File: config.mk
export PLATFORM = sky130hd
export DESIGN_NAME = rf_write_scheduler
export DESIGN_NICKNAME = d
export VERILOG_FILES = /design/src/rtl/rf_write_scheduler_pkg.sv /design/src/rtl/rf_write_scheduler_ret_fifo.sv /design/src/rtl/rf_write_scheduler.sv
export SDC_FILE = /design/constraint.sdc
export NUM_CORES = 1
export LEC_CHECK = 0
export ABC_AREA = 0
export BUFFER_PORTS_ARGS = -buffer_cell sky130_fd_sc_hd__buf_2
export CAP_MARGIN = 30
export CORE_MARGIN = 3
export CORE_UTILIZATION = 40
export CTS_CLUSTER_SIZE = 12
export DETAILED_ROUTE_END_ITERATION = 10
export GPL_TIMING_DRIVEN = 0
export PLACE_DENSITY_LB_ADDON = 0.05
export SLEW_MARGIN = 40
export SYNTH_ARGS = -nofsm -noshare
export SYNTH_HDL_FRONTEND = slang
export SYNTH_SLANG_ARGS = --single-unit
File: constraint.sdc
create_clock -name clk -period 7 [get_ports clk]
set_clock_uncertainty 0.15 [all_clocks]
set_input_delay 0 -clock clk [delete_from_list [all_inputs] [get_ports clk]]
set_output_delay 0 -clock clk [all_outputs]
set_load 0.02 [all_outputs]
File: src/rtl/rf_write_scheduler_pkg.sv
// Shared definitions for the register-file write scheduler: default widths,
// FIFO depth and the write-port grant encoding.
package rf_write_scheduler_pkg;

   localparam int DW_DEF = 16;
   localparam int RW_DEF = 4;
   localparam int FD_DEF = 2;

   typedef enum logic [1:0] {
      REQ_A    = 2'd0,
      REQ_B    = 2'd1,
      REQ_NONE = 2'd2
   } grant_t;

endpackage

File: src/rtl/rf_write_scheduler_ret_fifo.sv
// Load-return buffer: FD-entry FIFO carrying {reg, data} beats, with pointers
// that wrap modulo FD. A push is also accepted when full if a pop happens in the same cycle.
module rf_ret_fifo #(
   parameter int DW = 16,
   parameter int RW = 4,
   parameter int FD = 2
) (
   input  logic          clk,
   input  logic          rst,
   input  logic          push,
   input  logic [RW-1:0] push_reg,
   input  logic [DW-1:0] push_data,
   input  logic          pop,
   output logic          full,
   output logic          empty,
   output logic [RW-1:0] head_reg,
   output logic [DW-1:0] head_data
);

   localparam int PW = (FD > 1) ? $clog2(FD) : 1;
   localparam int CW = $clog2(FD + 1);

   logic [RW-1:0] reg_mem  [FD];
   logic [DW-1:0] data_mem [FD];
   logic [PW-1:0] wr_ptr;
   logic [PW-1:0] rd_ptr;
   logic [CW-1:0] count;
   logic          do_push;
   logic          do_pop;

   function automatic logic [PW-1:0] next_ptr(input logic [PW-1:0] p);
      return (p == PW'(FD - 1)) ? '0 : p + 1'b1;
   endfunction

   assign full      = (count == CW'(FD));
   assign empty     = (count == '0);
   assign do_pop    = pop & ~empty;
   assign do_push   = push & (~full | do_pop);
   assign head_reg  = reg_mem[rd_ptr];
   assign head_data = data_mem[rd_ptr];

   always_ff @(posedge clk or posedge rst) begin
      if (rst) begin
         wr_ptr <= '0;
         rd_ptr <= '0;
         count  <= '0;
      end else begin
         if (do_push) wr_ptr <= next_ptr(wr_ptr);
         if (do_pop)  rd_ptr <= next_ptr(rd_ptr);
         if (do_push & ~do_pop)      count <= count + 1'b1;
         else if (do_pop & ~do_push) count <= count - 1'b1;
      end
   end

   // Storage needs no reset: entries are only visible once count says so.
   always_ff @(posedge clk) begin
      if (do_push) begin
         reg_mem[wr_ptr]  <= push_reg;
         data_mem[wr_ptr] <= push_data;
      end
   end

endmodule

File: src/rtl/rf_write_scheduler.sv
// Register-file write-port scheduler: arbitrates ALU writebacks against
// buffered load returns and tracks pending load destinations for hazard stalls.
module rf_write_scheduler
   import rf_write_scheduler_pkg::*;
#(
   parameter int DW = DW_DEF,
   parameter int RW = RW_DEF,
   parameter int FD = FD_DEF
) (
   input  logic          clk,
   input  logic          rst,
   input  logic          a_valid,
   output logic          a_ready,
   input  logic [RW-1:0] a_reg,
   input  logic [DW-1:0] a_data,
   input  logic          b_valid,
   output logic          b_ready,
   input  logic [RW-1:0] b_reg,
   input  logic [DW-1:0] b_data,
   input  logic          iss_valid,
   input  logic [RW-1:0] iss_reg,
   output logic          iss_ready,
   input  logic [RW-1:0] src1,
   input  logic [RW-1:0] src2,
   output logic          stall,
   output logic          WriteReg,
   output logic [RW-1:0] DstReg,
   output logic [DW-1:0] DstData
);

   localparam int NR = 2 ** RW;

   logic          fifo_full;
   logic          fifo_empty;
   logic [RW-1:0] head_reg;
   logic [DW-1:0] head_data;
   logic          fifo_push;
   logic          fifo_pop;
   grant_t        grant;
   logic [NR-1:0] pending;
   logic [NR-1:0] pending_next;
   logic          iss_accept;

   rf_ret_fifo #(.DW(DW), .RW(RW), .FD(FD)) u_ret_fifo (
      .clk       (clk),
      .rst       (rst),
      .push      (fifo_push),
      .push_reg  (b_reg),
      .push_data (b_data),
      .pop       (fifo_pop),
      .full      (fifo_full),
      .empty     (fifo_empty),
      .head_reg  (head_reg),
      .head_data (head_data)
   );

   // A full buffer must drain, so it takes the port and back-pressures A.
   always_comb begin
      grant = REQ_NONE;
      if (fifo_full)        grant = REQ_B;
      else if (a_valid)     grant = REQ_A;
      else if (!fifo_empty) grant = REQ_B;
   end

   assign a_ready   = ~fifo_full;
   assign b_ready   = ~fifo_full;
   assign fifo_push = b_valid & b_ready;
   assign fifo_pop  = (grant == REQ_B);

   assign iss_ready  = ~pending[iss_reg];
   assign iss_accept = iss_valid & iss_ready & (iss_reg != '0);
   assign stall      = pending[src1] | pending[src2];

   // Clear first so a same-cycle issue of the draining register wins.
   always_comb begin
      pending_next = pending;
      if (grant == REQ_B) pending_next[head_reg] = 1'b0;
      if (iss_accept)     pending_next[iss_reg]  = 1'b1;
      pending_next[0] = 1'b0;
   end

   always_ff @(posedge clk or posedge rst) begin
      if (rst) pending <= '0;
      else     pending <= pending_next;
   end

   always_ff @(posedge clk or posedge rst) begin
      if (rst) begin
         WriteReg <= 1'b0;
         DstReg   <= '0;
         DstData  <= '0;
      end else begin
         WriteReg <= 1'b0;
         case (grant)
            REQ_A: begin
               if (a_reg != '0) begin
                  WriteReg <= 1'b1;
                  DstReg   <= a_reg;
                  DstData  <= a_data;
               end
            end
            REQ_B: begin
               if (head_reg != '0) begin
                  WriteReg <= 1'b1;
                  DstReg   <= head_reg;
                  DstData  <= head_data;
               end
            end
            default: ;
         endcase
      end
   end

endmodule
# [Yosys cells after proc, flatten, opt, wreduce, memory -nomap -nowiden]
# Memories as Yosys holds them, arrays and structs flattened.
# Index checks and enable logic that the tools add are counted.
[classes] addsub=4 order_cmp=6 eq_ne=4 n_mux=30 n_bitwise=17 n_reduce_logical=10
[ops] cell="$mux W16" n=4
[ops] cell="$pmux W16 S2" n=1
[ops] cell="$lt A4 B5 Y1 const B" n=4
[ops] cell="$and A16 B16 Y16" n=1
[ops] cell="$not A16 Y16" n=1
[ops] cell="$or A16 B16 Y16" n=1
[ops] cell="$bmux W1 S4" n=3
[ops] cell="$reduce_bool A4 Y1" n=3
[ops] cell="$mux W1" n=11
[ops] cell="$mux W2" n=5
[ops] cell="$demux W1 S4" n=2
[ops] cell="$ge A4 B1 Y1 const B" n=2
[ops] cell="$mux W4" n=2
[ops] cell="$pmux W4 S2" n=1
[ops] cell="$and A1 B1 Y1" n=7
[ops] cell="$not A1 Y1" n=5
[ops] cell="$logic_not A2 Y1" n=2
[ops] cell="$ne A2 B2 Y1 const B" n=2
[ops] cell="$reduce_bool A2 Y1" n=2
[ops] cell="$reduce_and A3 Y1" n=1
[ops] cell="$add A1 B1 Y1 const B" n=2
[ops] cell="$add A2 B1 Y2 const B" n=1
[ops] cell="$eq A2 B1 Y1 const B" n=1
[ops] cell="$eq A2 B2 Y1 const B" n=1
[ops] cell="4 further kinds" n=6
[totals] reg_bits=40 ram_bits=40 input_bits=57 output_inout_bits=25 elab_cells=80 mem_count=2
[memory_table] name="u_ret_fifo.data_mem" depth=2 width=16 read_ports=1 rd_ports_with_merged_regs=0 write_ports=1 line="rf_write_scheduler_ret_fifo.sv:24" source="logic [DW-1:0] data_mem [FD];"
[memory_table] name="u_ret_fifo.reg_mem" depth=2 width=4 read_ports=1 rd_ports_with_merged_regs=0 write_ports=1 line="rf_write_scheduler_ret_fifo.sv:23" source="logic [RW-1:0] reg_mem [FD];"

# [Longest topological paths before layout]
# Gate-level depths: netlist of the first run.
[depth] ltp_word=12 depth_mapped=10 depth_no_buf=8

# [Hierarchy]
# A second synthesis of the first run with hierarchy kept.
[hier_totals] cells_unflattened=306 area_unflattened_um2=3732.3
[by_module_without_submodules] mod="rf_write_scheduler" n_inst=1 cells_each=224 area_each_um2=2068.2
[by_module_without_submodules] mod="rf_ret_fifo" n_inst=1 cells_each=82 area_each_um2=1664.1

# [Least setup slack after synthesis of the first run]
# No wires, ideal clock.
[synth_timing] path_type="reg2reg" startpoint="reg u_ret_fifo.count[0]" endpoint="mem u_ret_fifo.data_mem[0][0] (enable)" setup_time_ns=0.397 arrival_time_ns=1.849 t_required_ns=6.453 setup_slack_ns=4.604 stages_incl_launch_ff=6 path_buffers=1 period_less_slack_ns=2.396 path_cell_list="dfrtp_1 buf_2 nor2b_1 inv_1 nand2_1 nor2_1"
[synth_rtl] item="start, declared" line="rf_write_scheduler_ret_fifo.sv:27" source="logic [CW-1:0] count;"
[synth_rtl] item="start signal, assigned" line="rf_write_scheduler_ret_fifo.sv:50" source="if (do_push & ~do_pop) count <= count + 1'b1;"
[synth_rtl] item="start signal, assigned" line="rf_write_scheduler_ret_fifo.sv:51" source="else if (do_pop & ~do_push) count <= count - 1'b1;"
[synth_rtl] item="$eq A2 B2 Y1 *" line="rf_write_scheduler_ret_fifo.sv:35" source="assign full = (count == CW'(FD));"
[synth_rtl] item="$not A1 Y1 *"
[synth_rtl] item="net a_ready" line="rf_write_scheduler.sv:13" source="output logic a_ready,"
[synth_rtl] item="$and A1 B1 Y1 / $or A1 B1 Y1 (equally long branches)" line="rf_write_scheduler.sv:67, rf_write_scheduler_ret_fifo.sv:38"
[synth_rtl] item="$and A1 B1 Y1 *" line="rf_write_scheduler_ret_fifo.sv:38" source="assign do_push = push & (~full | do_pop);"
[synth_rtl] item="$mux W1 *" line="rf_write_scheduler_ret_fifo.sv:57" source="if (do_push) begin"
[synth_rtl] item="$mux W1 (not written as such) *" line="rf_write_scheduler_ret_fifo.sv:59" source="data_mem[wr_ptr] <= push_data;"
[synth_rtl] item="end, declared" line="rf_write_scheduler_ret_fifo.sv:24"
# The timed path passes the listed nets; every way through them passes the cells marked *.

# [Worst setup path after layout of the first run]
[layout_timing] startpoint="mem u_ret_fifo.reg_mem[1][3]" endpoint="reg DstData[11]"
[layout_via] elab_chain_len=4
[layout_rtl] item="start, declared" line="rf_write_scheduler_ret_fifo.sv:23"
[layout_rtl] item="$mem_v2 Z2 W4"
[layout_rtl] item="$reduce_bool A4 Y1" line="rf_write_scheduler.sv:103" source="if (head_reg != '0) begin"
[layout_rtl] item="$ne A2 B2 Y1 (no line)"
[layout_rtl] item="$reduce_and A3 Y1 (no line)"
[layout_rtl] item="end signal, assigned" line="rf_write_scheduler.sv:99" source="DstData <= a_data;"
[layout_rtl] item="end signal, assigned" line="rf_write_scheduler.sv:106" source="DstData <= head_data;"
[layout_rtl] item="end, declared" line="rf_write_scheduler.sv:28" source="output logic [DW-1:0] DstData"
# No other way between the ends.
# A chain may end at the register's enable or synchronous reset.

==> flow_metrics.py, run 1 <==
metrics = {
    "cts": {
        "clk_latency_ns": 0.35,
        "clock-sinks": 80,
        "cts.reportedPaths.clkPinSlew_ns": 0.09,
        "cts_resized": 0,
        "clockRootBuffer": "clkbuf_8",
        "clockBufferDepth": 2,
        "cts_hold_buf": 54,
        "cts_made_buffers": 9,
        "htreeDepth": 3,
        "cts_tree": "done",
        "post_cts_buffers": 0,
    },
    "place": {
        "pre_cts_ws_ns": 4.58,
        "io_buffers": 79,
        "dpl.hpwl_um": 7150,
        "routabilityCongestion": 0.835,
    },
    "setup_path": {
        "max_stage_delay_ns": 0.63,
        "ff2ff_setup_slack_ns": 4.29,
        "worst-endpoint-required_ns": 7.09,
        "r2r-end": "DstData[11]",
        "startpoint_type": "flip-flop",
        "worstSetupStartpoint": "u_ret_fifo.reg_mem[1][3]",
        "cp-end-kind": "flip-flop",
        "critPathArrivalTime_ns": 2.80,
        "cp_num_buf_inv": 1,
        "crit_chain": "nor3b_1, o22ai_1, a211oi_2, o22ai_1, dlygate4sd3_1",
        "criticalPathCategory": "reg2reg",
        "ff2ff_path_depth": 5,
        "crit_slowest_cell": "a211oi_2",
        "crit_top_cell": "o22ai_1",
        "cp_top_family": "compound AO/OA/AOI/OAI gates",
        "timing.rr.start": "u_ret_fifo.reg_mem[1][3]",
        "worstPathMaxFanout": 7,
    },
    "power_and_ir_drop": {
        "comb_power_share_pct": 45.4,
        "swShare_pct": 38.8,
        "clockPowerShare_pct": 17.6,
        "seq_power_share_pct": 37.0,
        "ir_drop_mv": 0.188,
        "total_power_w": 0.00212,
        "p_int_w": 0.00130,
        "p_switching_w": 0.000823,
        "p_per_area_mw_per_mm2": 407,
        "p_leak_nw": 2.12,
    },
    "drt": {
        "antenna_left": 0,
        "firstDrtPassIters": 4,
        "wl_per_cell_um": 17.0,
        "via_count": 3122,
        "drt_iter0_markers": 124,
        "drc_errors": 0,
        "wirelength_um": 10100,
        "vias_per_cell": 5.22,
    },
    "yosys": {
        "synth_seq_cells": 80,
        "yosysWarnings": 0,
        "synth_cell_types": 41,
        "synth_flop_cell": "edfxtp_1",
        "synthArstFlopShare_pct": 50.0,
        "synthesis.area_mm2": 0.00386,
        "synth-edff-count": 40,
        "synth_seq_area_share_pct": 57.1,
        "syn_nets": 377,
        "syn_avg_cell_area_um2": 12.1,
        "netlist_instances": 319,
    },
    "timing": {
        "finalSetupTns_ns": 0,
        "grt_setup_unrepaired": "false",
        "period_share_pct": 38.7,
        "finalSetupViolCount": 0,
        "final-hold-violation-count": 0,
        "whs_ns": 0.0201,
        "tightest_slew_ns": 0.751,
        "fmax_mhz": 369,
        "slew_headroom_pct": 49.9,
        "maxSlewViolCount": 0,
        "period_needed_ns": 2.71,
        "setup_slack_ns": 4.29,
    },
    "floorplan": {
        "ios": 82,
        "fp.coreArea_mm2": 0.00933,
        "start_util_pct": 41.4,
        "fp.dieH_um": 104,
        "die_w_um": 104,
        "rows": 35,
        "die_area_mm2": 0.0109,
    },
    "job": {
        "maxCapViolCount": 0,
    },
    "hold_path": {
        "holdPathStages": 4,
        "hold_path.class": "in2reg",
        "worstHoldStart": "a_valid",
        "min_to": "DstData[0]",
    },
    "finish": {
        "nets": 522,
        "area_delta_synth_final_pct": 34.8,
        "drive_gt1_share_pct": 26.9,
        "antenna_cells": 0,
        "final_core_util_pct": 55.8,
    },
    "global_routing": {
        "track_usage_pct": 19.6,
        "grt_pass1_wl_um": 16800,
        "antenna_found_initial": 0,
        "grt_pass1_vias": 3232,
        "grt_max_degree": 41,
        "overflow": 0,
    },
    "outcome": {
        "status": "completed",
    },
}
layout by cell type (no fill, tap or decap), types with 3 or more instances in the layout:
| cell | n |
|---|---|
| xnor2_1 | 4 |
| a21oi_1 | 6 |
| dfrtp_1 | 40 |
| o211ai_1 | 5 |
| nand2b_1 | 6 |
| inv_1 | 10 |
| o21ai_0 | 41 |
| o22ai_1 | 22 |
| o2111ai_1 | 16 |
| clkbuf_8 | 9 |
| dlygate4sd3_1 | 54 |
| clkbuf_1 | 9 |
| buf_4 | 3 |
| nor2_1 | 3 |
| mux2i_1 | 25 |
| buf_2 | 89 |
| mux4_2 | 10 |
| o21ai_1 | 9 |
| edfxtp_1 | 40 |
| or3_1 | 3 |
| nand2_1 | 28 |
worst min-delay path: stages:
cell and delay [ns]:
buf_2 0.13, inv_1 0.06, a211oi_2 0.15, o22ai_1 0.13
kinds of logic after synthesis:
| logic type | after synthesis | synth area share, % |
|---|---|---|
| multiplexers | 37 | 12.9 |
| AO/OA/AOI/OAI | 108 | 17.5 |
| AND/OR/NAND/NOR | 56 | 7.33 |
| adder cells (fa/ha/maj) | 1 | 0.324 |
| buffers and inverters | 32 | 3.73 |
| flip-flops | 80 | 57.1 |
| XOR/XNOR | 5 | 1.13 |
metal layers:
| metal | share of wire [%] | vias to the layer above | track usage (%) |
|---|---|---|---|
| li1 | - | 1522 | - |
| met5 | 0 | - | 0 |
| met2 | 49 | 93 | 32.9 |
| met3 | 5.5 | 13 | 3.66 |
| met4 | 1.2 | 0 | 5.79 |
| met1 | 44 | 1494 | 26.2 |
worst max path at each step:
stage | to | cells past startpoint
after global placement | u_ret_fifo.data_mem[0][4] | 5
after floorplan | u_ret_fifo.data_mem[0][0] | 5
after global routing | DstData[14] | 5
after detailed placement | u_ret_fifo.count[1] | 10
after CTS | DstData[14] | 5
final | DstData[11] | 5
flip-flops by register name (all words and copies together), names as in the netlist:
signal,flops
DstData,16
WriteReg,1
u_ret_fifo.count,2
u_ret_fifo.wr_ptr,1
u_ret_fifo.rd_ptr,1
DstReg,4
u_ret_fifo.reg_mem,8
u_ret_fifo.data_mem,32
pending,15
synthesized netlist by cell type (all sizes together) (4+ instances only):
master | instances | area (um2)
buf | 13 | 72.6
a21oi | 6 | 30.0
dfrtp | 40 | 1000
nand2b | 6 | 37.5
o211ai | 5 | 37.5
inv | 11 | 41.3
xnor2 | 4 | 35.0
edfxtp | 40 | 1200
o22ai | 22 | 138
mux2i | 25 | 250
o2111ai | 16 | 140
nand2 | 28 | 105
o21ai | 50 | 250
nor2 | 4 | 15.0
mux4 | 10 | 225
clkbuf | 8 | 30.0
through the flow:
step	area (um2)	instances
floorplan	3860	319
global placement	4420	527
detailed placement	4440	528
CTS	5200	598
global route	5200	598
finish	5200	598
layout make-up:
cell class	count	area, um2
fillers	846	4120
flip-flops and latches	80	2200
multi-input cells	207	1520
repair buffers	134	951
well taps	129	161
clock buffers	10	128
plain buffers	21	103
clock inverters	6	92.6
inverters	11	43.8
power by group through the flow:
stage	sequential, W	combinational (W)	clock [W]
after floorplan	0.000840	0.000568	0
after global placement	0.000790	0.000887	0
after detailed placement	0.000792	0.000906	0
after CTS	0.000783	0.000967	0.000381
after global routing	0.000806	0.00107	0.000405
final	0.000784	0.000961	0.000373
Note: power is estimated with default switching activity, not from simulation.
==> run 2, diff against run 1 <==
==> constraint.sdc (replaced) <==
create_clock -name clk -period 2.2 [get_ports clk]
set_clock_uncertainty 0.15 [all_clocks]
set_input_delay 0 -clock clk [delete_from_list [all_inputs] [get_ports clk]]
set_output_delay 0 -clock clk [all_outputs]
set_load 0.02 [all_outputs]
==> flow_metrics.py, run 2 (synthesis results as in run 1) <==
metrics = {
    "cts": {
        "clockRootBuffer": "clkbuf_8",
        "cts_tree": "done",
        "clock-sinks": 80,
        "htreeDepth": 3,
        "clockBufferDepth": 2,
        "clk_latency_ns": 0.35,
        "cts_made_buffers": 9,
        "cts.reportedPaths.clkPinSlew_ns": 0.08,
    },
    "finish": {
        "area_delta_synth_final_pct": 33.4,
        "final_core_util_pct": 55.2,
        "final_common_cell": "buf_2",
        "drive_gt1_share_pct": 28.9,
        "largest_register_ffs": 32,
        "antenna_cells": 0,
        "regArea_mm2": 0.00220,
        "nets": 516,
        "top_regs": "u_ret_fifo.data_mem: 32 flops, DstData: 16 flops, pending: 15 flops",
        "layout_common_cells": "buf_2, dlygate4sd3_1, dfrtp_1, edfxtp_1, o21ai_0",
        "fill_cells": 840,
        "multiInputGateArea_mm2": 0.00155,
        "top_register": "u_ret_fifo.data_mem",
    },
    "timing": {
        "grt_setup_unrepaired": "false",
        "slew_headroom_pct": 55.5,
        "fmax_mhz": 466,
        "period_share_pct": 97.6,
        "period_needed_ns": 2.15,
        "maxSlewViolCount": 0,
        "finalSetupViolCount": 0,
        "final-hold-violation-count": 0,
        "finalSetupTns_ns": 0,
        "tightest_slew_ns": 0.666,
        "whs_ns": 0.0427,
    },
    "power_and_ir_drop": {
        "p_int_w": 0.00392,
        "clockPowerShare_pct": 16.6,
        "ir_drop_mv": 0.474,
        "swShare_pct": 40.4,
        "p_switching_w": 0.00266,
        "p_leak_nw": 2.10,
        "seq_power_share_pct": 38.2,
        "p_per_area_mw_per_mm2": 1280,
        "comb_power_share_pct": 45.2,
    },
    "drt": {
        "drc_errors": 0,
        "via_count": 3147,
        "firstDrtPassIters": 4,
        "antenna_left": 0,
        "drt_iter0_markers": 130,
        "wl_per_cell_um": 16.9,
        "wirelength_um": 10000,
        "vias_per_cell": 5.32,
    },
    "floorplan": {
        "die_w_um": 104,
        "die_area_mm2": 0.0109,
        "fp.coreArea_mm2": 0.00933,
        "start_util_pct": 41.4,
        "ios": 82,
        "fp.dieH_um": 104,
        "rows": 35,
    },
    "setup_path": {
        "criticalPathCategory": "reg2reg",
        "worst-endpoint-required_ns": 2.31,
        "worstPathMaxFanout": 4,
        "cp-end-kind": "flip-flop",
        "startpoint_type": "flip-flop",
        "critPathArrivalTime_ns": 2.26,
    },
    "job": {
        "maxCapViolCount": 0,
    },
    "global_routing": {
        "grt_pass1_wl_um": 16300,
        "grt_pass1_vias": 3157,
        "track_usage_pct": 18.9,
        "antenna_found_initial": 0,
        "grt_max_degree": 41,
        "overflow": 0,
    },
    "hold_path": {
        "hold_path.class": "in2reg",
    },
    "place": {
        "routabilityCongestion": 0.807,
        "io_buffers": 79,
        "dpl.hpwl_um": 7020,
    },
    "outcome": {
        "status": "completed",
    },
}
run 2: cell types whose count changed in the layout (fill, tap and decap cells not counted), moves of 2 or more:
cell	change
o21ai_0	-3
inv_6	+2
nor3b_1	-2
clkbuf_1	-2
nor3b_2	+2
dlygate4sd3_1	-7
buf_4	+3
o21ai_1	+3
run 2: power groups by stage:
| stage | combinational, W | clock, W | sequential (W) |
|---|---|---|---|
| 2_1_floorplan | 0.00181 | 0 | 0.00267 |
| 3_3_place_gp | 0.00282 | 0 | 0.00251 |
| 3_5_place_dp | 0.00286 | 0 | 0.00254 |
| 4_1_cts | 0.00297 | 0.00113 | 0.00251 |
| 5_1_grt | 0.00328 | 0.00121 | 0.00257 |
| 6_report | 0.00297 | 0.00109 | 0.00251 |
run 2: stage by stage:
step	instances	setup WS, ns	instance area [um2]	total power, W
floorplan	319	0.0347	3860	0.00448
global placement	527	-0.280	4420	0.00533
detailed placement	527	-0.267	4430	0.00539
CTS	592	0.0168	5130	0.00660
global route	592	0.00239	5150	0.00705
finish	592	0.0532	5150	0.00658
run 2: what timing repair did:
action | CTS | global route
endpoints found under the setup margin | 16 | 15
buffers inserted | 2 | 0
endpoints found under the hold margin | 116 | 0
hold buffers | 47 | 0
gates resized for setup | 4 | 9
pin swaps | 1 | 0
run 2: path summary, 6_finish.rpt:
check,startpoint,slack [ns],cells after the start,to
setup / recovery,pending[10],0.05,4,pending[10]
hold / removal,iss_reg[0],0.04,3,pending[6]
setup reg to reg,pending[10],0.05,4,pending[10]
hold reg to reg,DstReg[0],0.39,2,DstReg[0]
max in group asynchronous,rst,1.47,3,DstData[10]
min in group asynchronous,rst,0.07,3,DstData[12]
run 2: area by class of cell:
type / count / area share [%]
sequential: 80 / 42.8
multi-input combinational: 207 / 30.2
timing repair buffer: 128 / 17.1
tap: 129 / 3.13
clock buffer: 9 / 2.41
buffer: 21 / 2.07
clock inverter: 7 / 1.48
inverter: 11 / 0.851
run 2: worst max-delay path, stage by stage (launching register included):
cell and delay (ns):
dfrtp_1 0.43, mux4_2 0.48, nand4bb_1 0.20, dlygate4sd3_1 0.63
o21ai_1 0.18
run 2: per-layer routing:
layer | wire [um] | global-route usage [%] | vias up | share of wire [%]
li1 | - | - | 1510 | -
met1 | 4350 | 25.9 | 1528 | 43
met2 | 5010 | 31.6 | 100 | 50
met3 | 577 | 3.79 | 9 | 5.8
met4 | 79 | 3.70 | 0 | 0.79
met5 | 0 | 0 | - | 0
